===== src/rtl/multicycle_ctrl.sv =====
// multicycle_ctrl: control FSM for a multicycle MIPS-subset datapath.
// Sequences IF -> ID -> EX -> (MEM) -> (WB) and drives every datapath strobe.
//
// Ports (in order):
//   clk, rst_n        clock, asynchronous active-low reset
//   opcode, funct     instruction-register fields [31:26] and [5:0]
//   zero              ALU result-zero flag
//   mem_ready         memory finishes the current request this cycle
//   pc_we, ir_we      PC write, instruction-register write
//   pc_src            00 PC+4, 01 branch, 10 jump, 11 rs
//   mem_req, mem_we   memory request, store
//   iord              memory address select (0 = PC, 1 = data)
//   reg_we            register-file write enable
//   reg_dst           00 rd, 01 rt, 10 $31
//   wb_src            00 ALU, 01 memory data register, 10 PC
//   alu_srcb          00 rt, 01 extended immediate, 10 shamt
//   ext_op            00 zero, 01 signed, 10 high-half
//   alu_ctrl          ALU operation code
//   state             current FSM state
//   retire            instruction completes this cycle
//   illegal           sticky trap flag (only with ILLEGAL_TRAP_EN)
//
// Build option: define ILLEGAL_TRAP_EN to trap unsupported instructions in
// an absorbing TRAP state; otherwise they retire as NOPs from ID.

module multicycle_ctrl (
    input  logic       clk,
    input  logic       rst_n,
    input  logic [5:0] opcode,
    input  logic [5:0] funct,
    input  logic       zero,
    input  logic       mem_ready,
    output logic       pc_we,
    output logic       ir_we,
    output logic [1:0] pc_src,
    output logic       mem_req,
    output logic       mem_we,
    output logic       iord,
    output logic       reg_we,
    output logic [1:0] reg_dst,
    output logic [1:0] wb_src,
    output logic [1:0] alu_srcb,
    output logic [1:0] ext_op,
    output logic [4:0] alu_ctrl,
    output logic [2:0] state,
    output logic       retire,
    output logic       illegal
);

    typedef enum logic [2:0] {
        S_IF   = 3'd0,
        S_ID   = 3'd1,
        S_EX   = 3'd2,
        S_MEM  = 3'd3,
        S_WB   = 3'd4
`ifdef ILLEGAL_TRAP_EN
        ,
        S_TRAP = 3'd5
`endif
    } state_e;

    localparam logic [5:0] OP_RTYPE = 6'h00;
    localparam logic [5:0] OP_J     = 6'h02;
    localparam logic [5:0] OP_JAL   = 6'h03;
    localparam logic [5:0] OP_BEQ   = 6'h04;
    localparam logic [5:0] OP_BNE   = 6'h05;
    localparam logic [5:0] OP_ADDI  = 6'h08;
    localparam logic [5:0] OP_SLTI  = 6'h0A;
    localparam logic [5:0] OP_ORI   = 6'h0D;
    localparam logic [5:0] OP_LUI   = 6'h0F;
    localparam logic [5:0] OP_LW    = 6'h23;
    localparam logic [5:0] OP_SW    = 6'h2B;

    localparam logic [5:0] FN_SLL   = 6'h00;
    localparam logic [5:0] FN_SRL   = 6'h02;
    localparam logic [5:0] FN_SRA   = 6'h03;
    localparam logic [5:0] FN_JR    = 6'h08;
    localparam logic [5:0] FN_ADD   = 6'h20;
    localparam logic [5:0] FN_ADDU  = 6'h21;
    localparam logic [5:0] FN_SUB   = 6'h22;
    localparam logic [5:0] FN_SUBU  = 6'h23;
    localparam logic [5:0] FN_AND   = 6'h24;
    localparam logic [5:0] FN_OR    = 6'h25;
    localparam logic [5:0] FN_SLT   = 6'h2A;

    localparam logic [4:0] ALU_ADD  = 5'd0;
    localparam logic [4:0] ALU_SUB  = 5'd1;
    localparam logic [4:0] ALU_AND  = 5'd2;
    localparam logic [4:0] ALU_OR   = 5'd3;
    localparam logic [4:0] ALU_SLT  = 5'd4;
    localparam logic [4:0] ALU_SLL  = 5'd5;
    localparam logic [4:0] ALU_SRL  = 5'd6;
    localparam logic [4:0] ALU_SRA  = 5'd7;
    localparam logic [4:0] ALU_ADDU = 5'd8;
    localparam logic [4:0] ALU_SUBU = 5'd9;

    localparam logic [1:0] SRCB_RT    = 2'b00;
    localparam logic [1:0] SRCB_IMM   = 2'b01;
    localparam logic [1:0] SRCB_SHAMT = 2'b10;

    localparam logic [1:0] EXT_ZERO = 2'b00;
    localparam logic [1:0] EXT_SIGN = 2'b01;
    localparam logic [1:0] EXT_HIGH = 2'b10;

    localparam logic [1:0] PCS_SEQ = 2'b00;
    localparam logic [1:0] PCS_BR  = 2'b01;
    localparam logic [1:0] PCS_J   = 2'b10;
    localparam logic [1:0] PCS_RS  = 2'b11;

    localparam logic [1:0] DST_RD  = 2'b00;
    localparam logic [1:0] DST_RT  = 2'b01;
    localparam logic [1:0] DST_RA  = 2'b10;

    localparam logic [1:0] WB_ALU  = 2'b00;
    localparam logic [1:0] WB_MDR  = 2'b01;
    localparam logic [1:0] WB_PC   = 2'b10;

    state_e state_q, state_d;

    // Instruction decode: one flag per supported instruction.
    logic is_r;
    logic i_addu, i_add, i_subu, i_sub, i_slt;
    logic i_sll, i_srl, i_sra, i_and, i_or, i_jr;
    logic i_ori, i_addi, i_slti, i_lui;
    logic i_lw, i_sw, i_beq, i_bne, i_j, i_jal;

    assign is_r   = (opcode == OP_RTYPE);
    assign i_addu = is_r && (funct == FN_ADDU);
    assign i_add  = is_r && (funct == FN_ADD);
    assign i_subu = is_r && (funct == FN_SUBU);
    assign i_sub  = is_r && (funct == FN_SUB);
    assign i_slt  = is_r && (funct == FN_SLT);
    assign i_sll  = is_r && (funct == FN_SLL);
    assign i_srl  = is_r && (funct == FN_SRL);
    assign i_sra  = is_r && (funct == FN_SRA);
    assign i_and  = is_r && (funct == FN_AND);
    assign i_or   = is_r && (funct == FN_OR);
    assign i_jr   = is_r && (funct == FN_JR);
    assign i_ori  = (opcode == OP_ORI);
    assign i_addi = (opcode == OP_ADDI);
    assign i_slti = (opcode == OP_SLTI);
    assign i_lui  = (opcode == OP_LUI);
    assign i_lw   = (opcode == OP_LW);
    assign i_sw   = (opcode == OP_SW);
    assign i_beq  = (opcode == OP_BEQ);
    assign i_bne  = (opcode == OP_BNE);
    assign i_j    = (opcode == OP_J);
    assign i_jal  = (opcode == OP_JAL);

    logic       dec_legal;
    logic       dec_wb;
    logic       dec_mem;
    logic [4:0] dec_alu;
    logic [1:0] dec_srcb;
    logic [1:0] dec_ext;

    always_comb begin
        dec_legal = 1'b1;
        dec_wb    = 1'b0;
        dec_mem   = 1'b0;
        dec_alu   = ALU_ADD;
        dec_srcb  = SRCB_RT;
        dec_ext   = EXT_ZERO;
        unique case (1'b1)
            i_addu: begin dec_alu = ALU_ADDU; dec_wb = 1'b1; end
            i_add:  begin dec_alu = ALU_ADD;  dec_wb = 1'b1; end
            i_subu: begin dec_alu = ALU_SUBU; dec_wb = 1'b1; end
            i_sub:  begin dec_alu = ALU_SUB;  dec_wb = 1'b1; end
            i_slt:  begin dec_alu = ALU_SLT;  dec_wb = 1'b1; end
            i_and:  begin dec_alu = ALU_AND;  dec_wb = 1'b1; end
            i_or:   begin dec_alu = ALU_OR;   dec_wb = 1'b1; end
            i_sll: begin
                dec_alu  = ALU_SLL;
                dec_srcb = SRCB_SHAMT;
                dec_wb   = 1'b1;
            end
            i_srl: begin
                dec_alu  = ALU_SRL;
                dec_srcb = SRCB_SHAMT;
                dec_wb   = 1'b1;
            end
            i_sra: begin
                dec_alu  = ALU_SRA;
                dec_srcb = SRCB_SHAMT;
                dec_wb   = 1'b1;
            end
            i_ori: begin
                dec_alu  = ALU_OR;
                dec_srcb = SRCB_IMM;
                dec_ext  = EXT_ZERO;
                dec_wb   = 1'b1;
            end
            i_addi: begin
                dec_alu  = ALU_ADD;
                dec_srcb = SRCB_IMM;
                dec_ext  = EXT_SIGN;
                dec_wb   = 1'b1;
            end
            i_slti: begin
                dec_alu  = ALU_SLT;
                dec_srcb = SRCB_IMM;
                dec_ext  = EXT_SIGN;
                dec_wb   = 1'b1;
            end
            i_lui: begin
                dec_alu  = ALU_OR;
                dec_srcb = SRCB_IMM;
                dec_ext  = EXT_HIGH;
                dec_wb   = 1'b1;
            end
            i_lw, i_sw: begin
                dec_alu  = ALU_ADD;
                dec_srcb = SRCB_IMM;
                dec_ext  = EXT_SIGN;
                dec_mem  = 1'b1;
            end
            // Branch compare: rs - rt, taken decision uses zero.
            i_beq, i_bne: begin
                dec_alu  = ALU_SUB;
                dec_srcb = SRCB_RT;
                dec_ext  = EXT_SIGN;
            end
            i_jr, i_j, i_jal: ;
            default: dec_legal = 1'b0;
        endcase
    end

    // Unqualified strobes; gated with rst_n below.
    logic       pc_we_c, ir_we_c, mem_req_c, mem_we_c, iord_c;
    logic       reg_we_c, retire_c;
    logic [1:0] pc_src_c, reg_dst_c, wb_src_c, alu_srcb_c, ext_op_c;
    logic [4:0] alu_ctrl_c;

    always_comb begin
        state_d    = state_q;
        pc_we_c    = 1'b0;
        ir_we_c    = 1'b0;
        pc_src_c   = PCS_SEQ;
        mem_req_c  = 1'b0;
        mem_we_c   = 1'b0;
        iord_c     = 1'b0;
        reg_we_c   = 1'b0;
        reg_dst_c  = DST_RD;
        wb_src_c   = WB_ALU;
        alu_srcb_c = SRCB_RT;
        ext_op_c   = EXT_ZERO;
        alu_ctrl_c = ALU_ADD;
        retire_c   = 1'b0;
        unique case (state_q)
            S_IF: begin
                mem_req_c = 1'b1;
                if (mem_ready) begin
                    ir_we_c = 1'b1;
                    pc_we_c = 1'b1;
                    state_d = S_ID;
                end
            end
            S_ID: begin
                if (dec_legal) begin
                    state_d = S_EX;
                end else begin
`ifdef ILLEGAL_TRAP_EN
                    state_d = S_TRAP;
`else
                    retire_c = 1'b1;
                    state_d  = S_IF;
`endif
                end
            end
            S_EX: begin
                alu_ctrl_c = dec_alu;
                alu_srcb_c = dec_srcb;
                ext_op_c   = dec_ext;
                if (i_beq || i_bne) begin
                    pc_src_c = PCS_BR;
                    pc_we_c  = (i_beq && zero) || (i_bne && !zero);
                end
                if (i_j || i_jal) begin
                    pc_src_c = PCS_J;
                    pc_we_c  = 1'b1;
                end
                if (i_jr) begin
                    pc_src_c = PCS_RS;
                    pc_we_c  = 1'b1;
                end
                // jal links in EX so it can finish without a WB state.
                if (i_jal) begin
                    reg_we_c  = 1'b1;
                    reg_dst_c = DST_RA;
                    wb_src_c  = WB_PC;
                end
                if (dec_mem) begin
                    state_d = S_MEM;
                end else if (dec_wb) begin
                    state_d = S_WB;
                end else begin
                    retire_c = 1'b1;
                    state_d  = S_IF;
                end
            end
            S_MEM: begin
                mem_req_c = 1'b1;
                iord_c    = 1'b1;
                mem_we_c  = i_sw;
                if (mem_ready) begin
                    if (i_sw) begin
                        retire_c = 1'b1;
                        state_d  = S_IF;
                    end else begin
                        state_d  = S_WB;
                    end
                end
            end
            S_WB: begin
                reg_we_c  = 1'b1;
                reg_dst_c = is_r ? DST_RD : DST_RT;
                wb_src_c  = i_lw ? WB_MDR : WB_ALU;
                retire_c  = 1'b1;
                state_d   = S_IF;
            end
`ifdef ILLEGAL_TRAP_EN
            S_TRAP: state_d = S_TRAP;
`endif
            default: state_d = S_IF;
        endcase
    end

    always_ff @(posedge clk or negedge rst_n) begin
        if (!rst_n) begin
            state_q <= S_IF;
        end else begin
            state_q <= state_d;
        end
    end

    // Reset forces every output low, even though state_q sits in IF.
    assign pc_we    = rst_n & pc_we_c;
    assign ir_we    = rst_n & ir_we_c;
    assign pc_src   = {2{rst_n}} & pc_src_c;
    assign mem_req  = rst_n & mem_req_c;
    assign mem_we   = rst_n & mem_we_c;
    assign iord     = rst_n & iord_c;
    assign reg_we   = rst_n & reg_we_c;
    assign reg_dst  = {2{rst_n}} & reg_dst_c;
    assign wb_src   = {2{rst_n}} & wb_src_c;
    assign alu_srcb = {2{rst_n}} & alu_srcb_c;
    assign ext_op   = {2{rst_n}} & ext_op_c;
    assign alu_ctrl = {5{rst_n}} & alu_ctrl_c;
    assign retire   = rst_n & retire_c;
    assign state    = state_q;

`ifdef ILLEGAL_TRAP_EN
    assign illegal  = rst_n & (state_q == S_TRAP);
`else
    assign illegal  = 1'b0;
`endif

endmodule


===== config.mk =====
export PLATFORM = sky130hd
export DESIGN_NAME = multicycle_ctrl
export DESIGN_NICKNAME = d
export VERILOG_FILES = /design/src/rtl/multicycle_ctrl.sv
export SDC_FILE = /design/constraint.sdc
export NUM_CORES = 1
export LEC_CHECK = 0
export ABC_AREA = 1
export BUFFER_PORTS_ARGS = -buffer_cell sky130_fd_sc_hd__buf_2
export CORE_MARGIN = 4
export CORE_UTILIZATION = 25
export DETAILED_ROUTE_END_ITERATION = 12
export GPL_TIMING_DRIVEN = 0
export SLEW_MARGIN = 20
export SYNTH_ARGS = -nofsm -noshare
export SYNTH_HDL_FRONTEND = slang
export SYNTH_SLANG_ARGS = --single-unit

===== constraint.sdc =====
create_clock -name clk -period 1.9 [get_ports clk]
set_input_delay 0.095 -clock clk [delete_from_list [all_inputs] [get_ports clk]]
set_output_delay 0.095 -clock clk [all_outputs]
set_load 0.03 [all_outputs]

==> impl_metrics.toml <==
[power]
irDropWorstVdd_mv = 0.227
p_leak_nw = 0.639
power_frac_seq_pct = 17.7
p_clk_share_pct = 21.0
switching_share_pct = 53.6
power.density_mw_per_mm2 = 505
power.switching_w = 0.000303
pwr-share-comb_pct = 61.3
finalPower_w = 0.000566
p_int_w = 0.000263

[floorplanning]
die-area_mm2 = 0.00425
die_x_um = 65.2
core_area_mm2 = 0.00310
fp-row-count = 20
num_io_pins = 42
fp.dieH_um = 65.2
start_util_pct = 26.4

[worst_setup_path]
criticalPathCategory = "flip-flop to primary output"
cp.arrival_ps = 1620
crit_path_top_delay_cell = "dfrtp_1"
crit_required_ps = 1800
path_delay_family = "simple AND/OR/NAND/NOR gates"
start_kind = "flip-flop"
path_cells = "nor2_2 > nand3_2 > inv_1 > nand2_2 > nor2_1 > buf_2"
crit_fanout = 7
max_stage_delay_ps = 420
critPathBufInv = 2
endpoint_kind = "primary output"

[clocking]
path_clk_slew_ps = 30
cts_sinks = 3
cts_inserted_buffers = 3
cts_tree = "built"
h-tree-depth = 1
cts-root-buf = "clkbuf_4"
cts_max_path_buffers = 2
clock_latency_ps = 240
cts_setup_buffers = 0

[sta]
rsz0062_at_grt = "no"
slew_viol_final = 0
fin_crit_sh_pct = 90.4
period_needed_ps = 1720
fin_setup_tns_ps = 0
skew_ps = 7.44
setup_viol = 0
hold_violations = 0
max_freq_ghz = 0.582

[global_routing]
overflow = 0
grt_pass1_vias = 1026
grt.total_usage_pct = 11.7
antenna_found_initial = 0
grt_max_degree = 11
grt_first_pass_wirelength_um = 4140

[finish]
stdcell_area_mm2 = 0.00112
utilization_pct = 36.1
insertedDiodeCount = 0
largest_reg_flops = 3
area_growth_pct = 37.0
nFillCells = 385
nNetsFinal = 226
drive_above_1_share_pct = 28.7

[placement]
port_buffers = 39
dpl_cell_area_mm2 = 0.00107
gp_congestion = 0.816
dpl.hpwl_um = 2080

[yosys]
seq_area_frac_synth_pct = 9.17
avgSynthCellArea_um2 = 4.99
yosys-top-cells-count = "nor2_1, inv_1, nand2_1"
yosys_warnings = 0
synth_top_area_share_pct = 19.3
synth-edff-count = 0
synth_top_flop_cell = "dfrtp_1"
yosysUniqueCellTypes = 24
synthesis.area_um2 = 818
ys_ff_latch = 3
synth_most_common_cell = "nor2_1"
synth_cells = 164
synthTopCellsByArea = "nor2_1, inv_1, nand2_1"
synth_largest_area_cell = "nor2_1"
async_flop_share_pct = 100

[routing]
vias_per_cell = 4.32
via_count = 1092
wl_um = 2480
drc = 0
drtIter0Drc = 49
first_pass_iters = 5
antenna_left = 0
wl_per_cell_um = 9.82

[hold_path]
min_path_type = "primary input to flip-flop"

[flow_run]
cap_violations = 0

[run_status]
status = "completed"
## worst register-to-register path, cell delays in order, from the launching register on
cell and delay (ps):
dfrtp_1 430, inv_1 110, nor3_2 240, inv_1 120, nand2_1 70, inv_1 50, nor2_1 110, o21ai_0 90
## layer usage
metal	up-vias	GRT usage, %	share of wire, %
met3	3	1.20	5.6
li1	605	-	-
met5	-	0	0
met4	0	3.11	0.68
met1	452	16.6	52
met2	32	18.7	42
## kinds of logic after synthesis
logic type      count (synthesis)  synth area share [%]
flops                           3                  9.17
xor+xnor                        1                  1.07
compound gates                 15                  10.2
simple gates                  111                  62.5
other cells                     1                 0.458
buf+inv                        33                  16.5
## power groups by stage
stage | logic, W | registers (W) | clock network (W)
after floorplan | 0.000208 | 0.000128 | 0
after CTS | 0.000337 | 0.0000963 | 0.000119
final | 0.000347 | 0.000100 | 0.000119
after global routing | 0.000394 | 0.000105 | 0.000123
after global placement | 0.000335 | 0.0000972 | 0
after detailed placement | 0.000334 | 0.0000972 | 0
## stage by stage
stage	hold slack [ps]	setup slack (ps)	std cells
finish	176	183	253
global route	198	58.3	253
CTS	185	62.7	253
detailed placement	-74.3	311	248
global placement	-76.0	286	248
floorplan	-201	50.7	165
## layout by cell type (no fill, tap or decap)
cell,instances
nand4_1,2
a21boi_0,1
nand2_2,4
dlygate4sd3_1,1
inv_1,29
nand3_2,1
nor2_2,5
xnor2_1,1
nor2_1,41
o211ai_1,1
nand3_4,1
o21ai_0,5
buf_2,39
dfrtp_1,3
nor3_1,9
a31oi_1,1
a21oi_1,5
nor3b_1,1
o31ai_1,1
inv_2,1
o21ai_1,1
clkbuf_1,1
conb_1,2
nor2_4,2
buf_4,3
nand2_1,26
nand3_1,17
clkbuf_4,3
nor3_2,1
nor4_1,1
## area by class of cell
| type | count | area [um^2] | area share, % |
|---|---|---|---|
| Buffer | 3 | 22.5 | 2.01 |
| Clock buffer | 4 | 26.3 | 2.34 |
| Inverter | 30 | 113 | 10.0 |
| Multi-Input combinational cell | 129 | 624 | 55.7 |
| Sequential cell | 3 | 75.1 | 6.70 |
| Tap cell | 44 | 55.1 | 4.91 |
| Timing Repair Buffer | 40 | 205 | 18.3 |
## timing repair
action,4_1_cts,5_1_grt
endpoints found under the setup margin,0,8
endpoints found under the hold margin,3,0
gates resized for setup,0,3
hold buffers,1,0
## path summary, 6_finish.rpt
path                            from           to  slack [ps]  cells past startpoint
min reg2reg                 state[0]     state[0]         670                      3
min                        mem_ready     state[2]         180                      3
min in group asynchronous      rst_n     state[1]         220                      2
max reg2reg                 state[1]     state[0]         550                      7
max                         state[2]  alu_ctrl[0]         180                      6
max in group asynchronous      rst_n     state[2]        1520                      2
No activity file was read; power rests on OpenSTA's default activity.
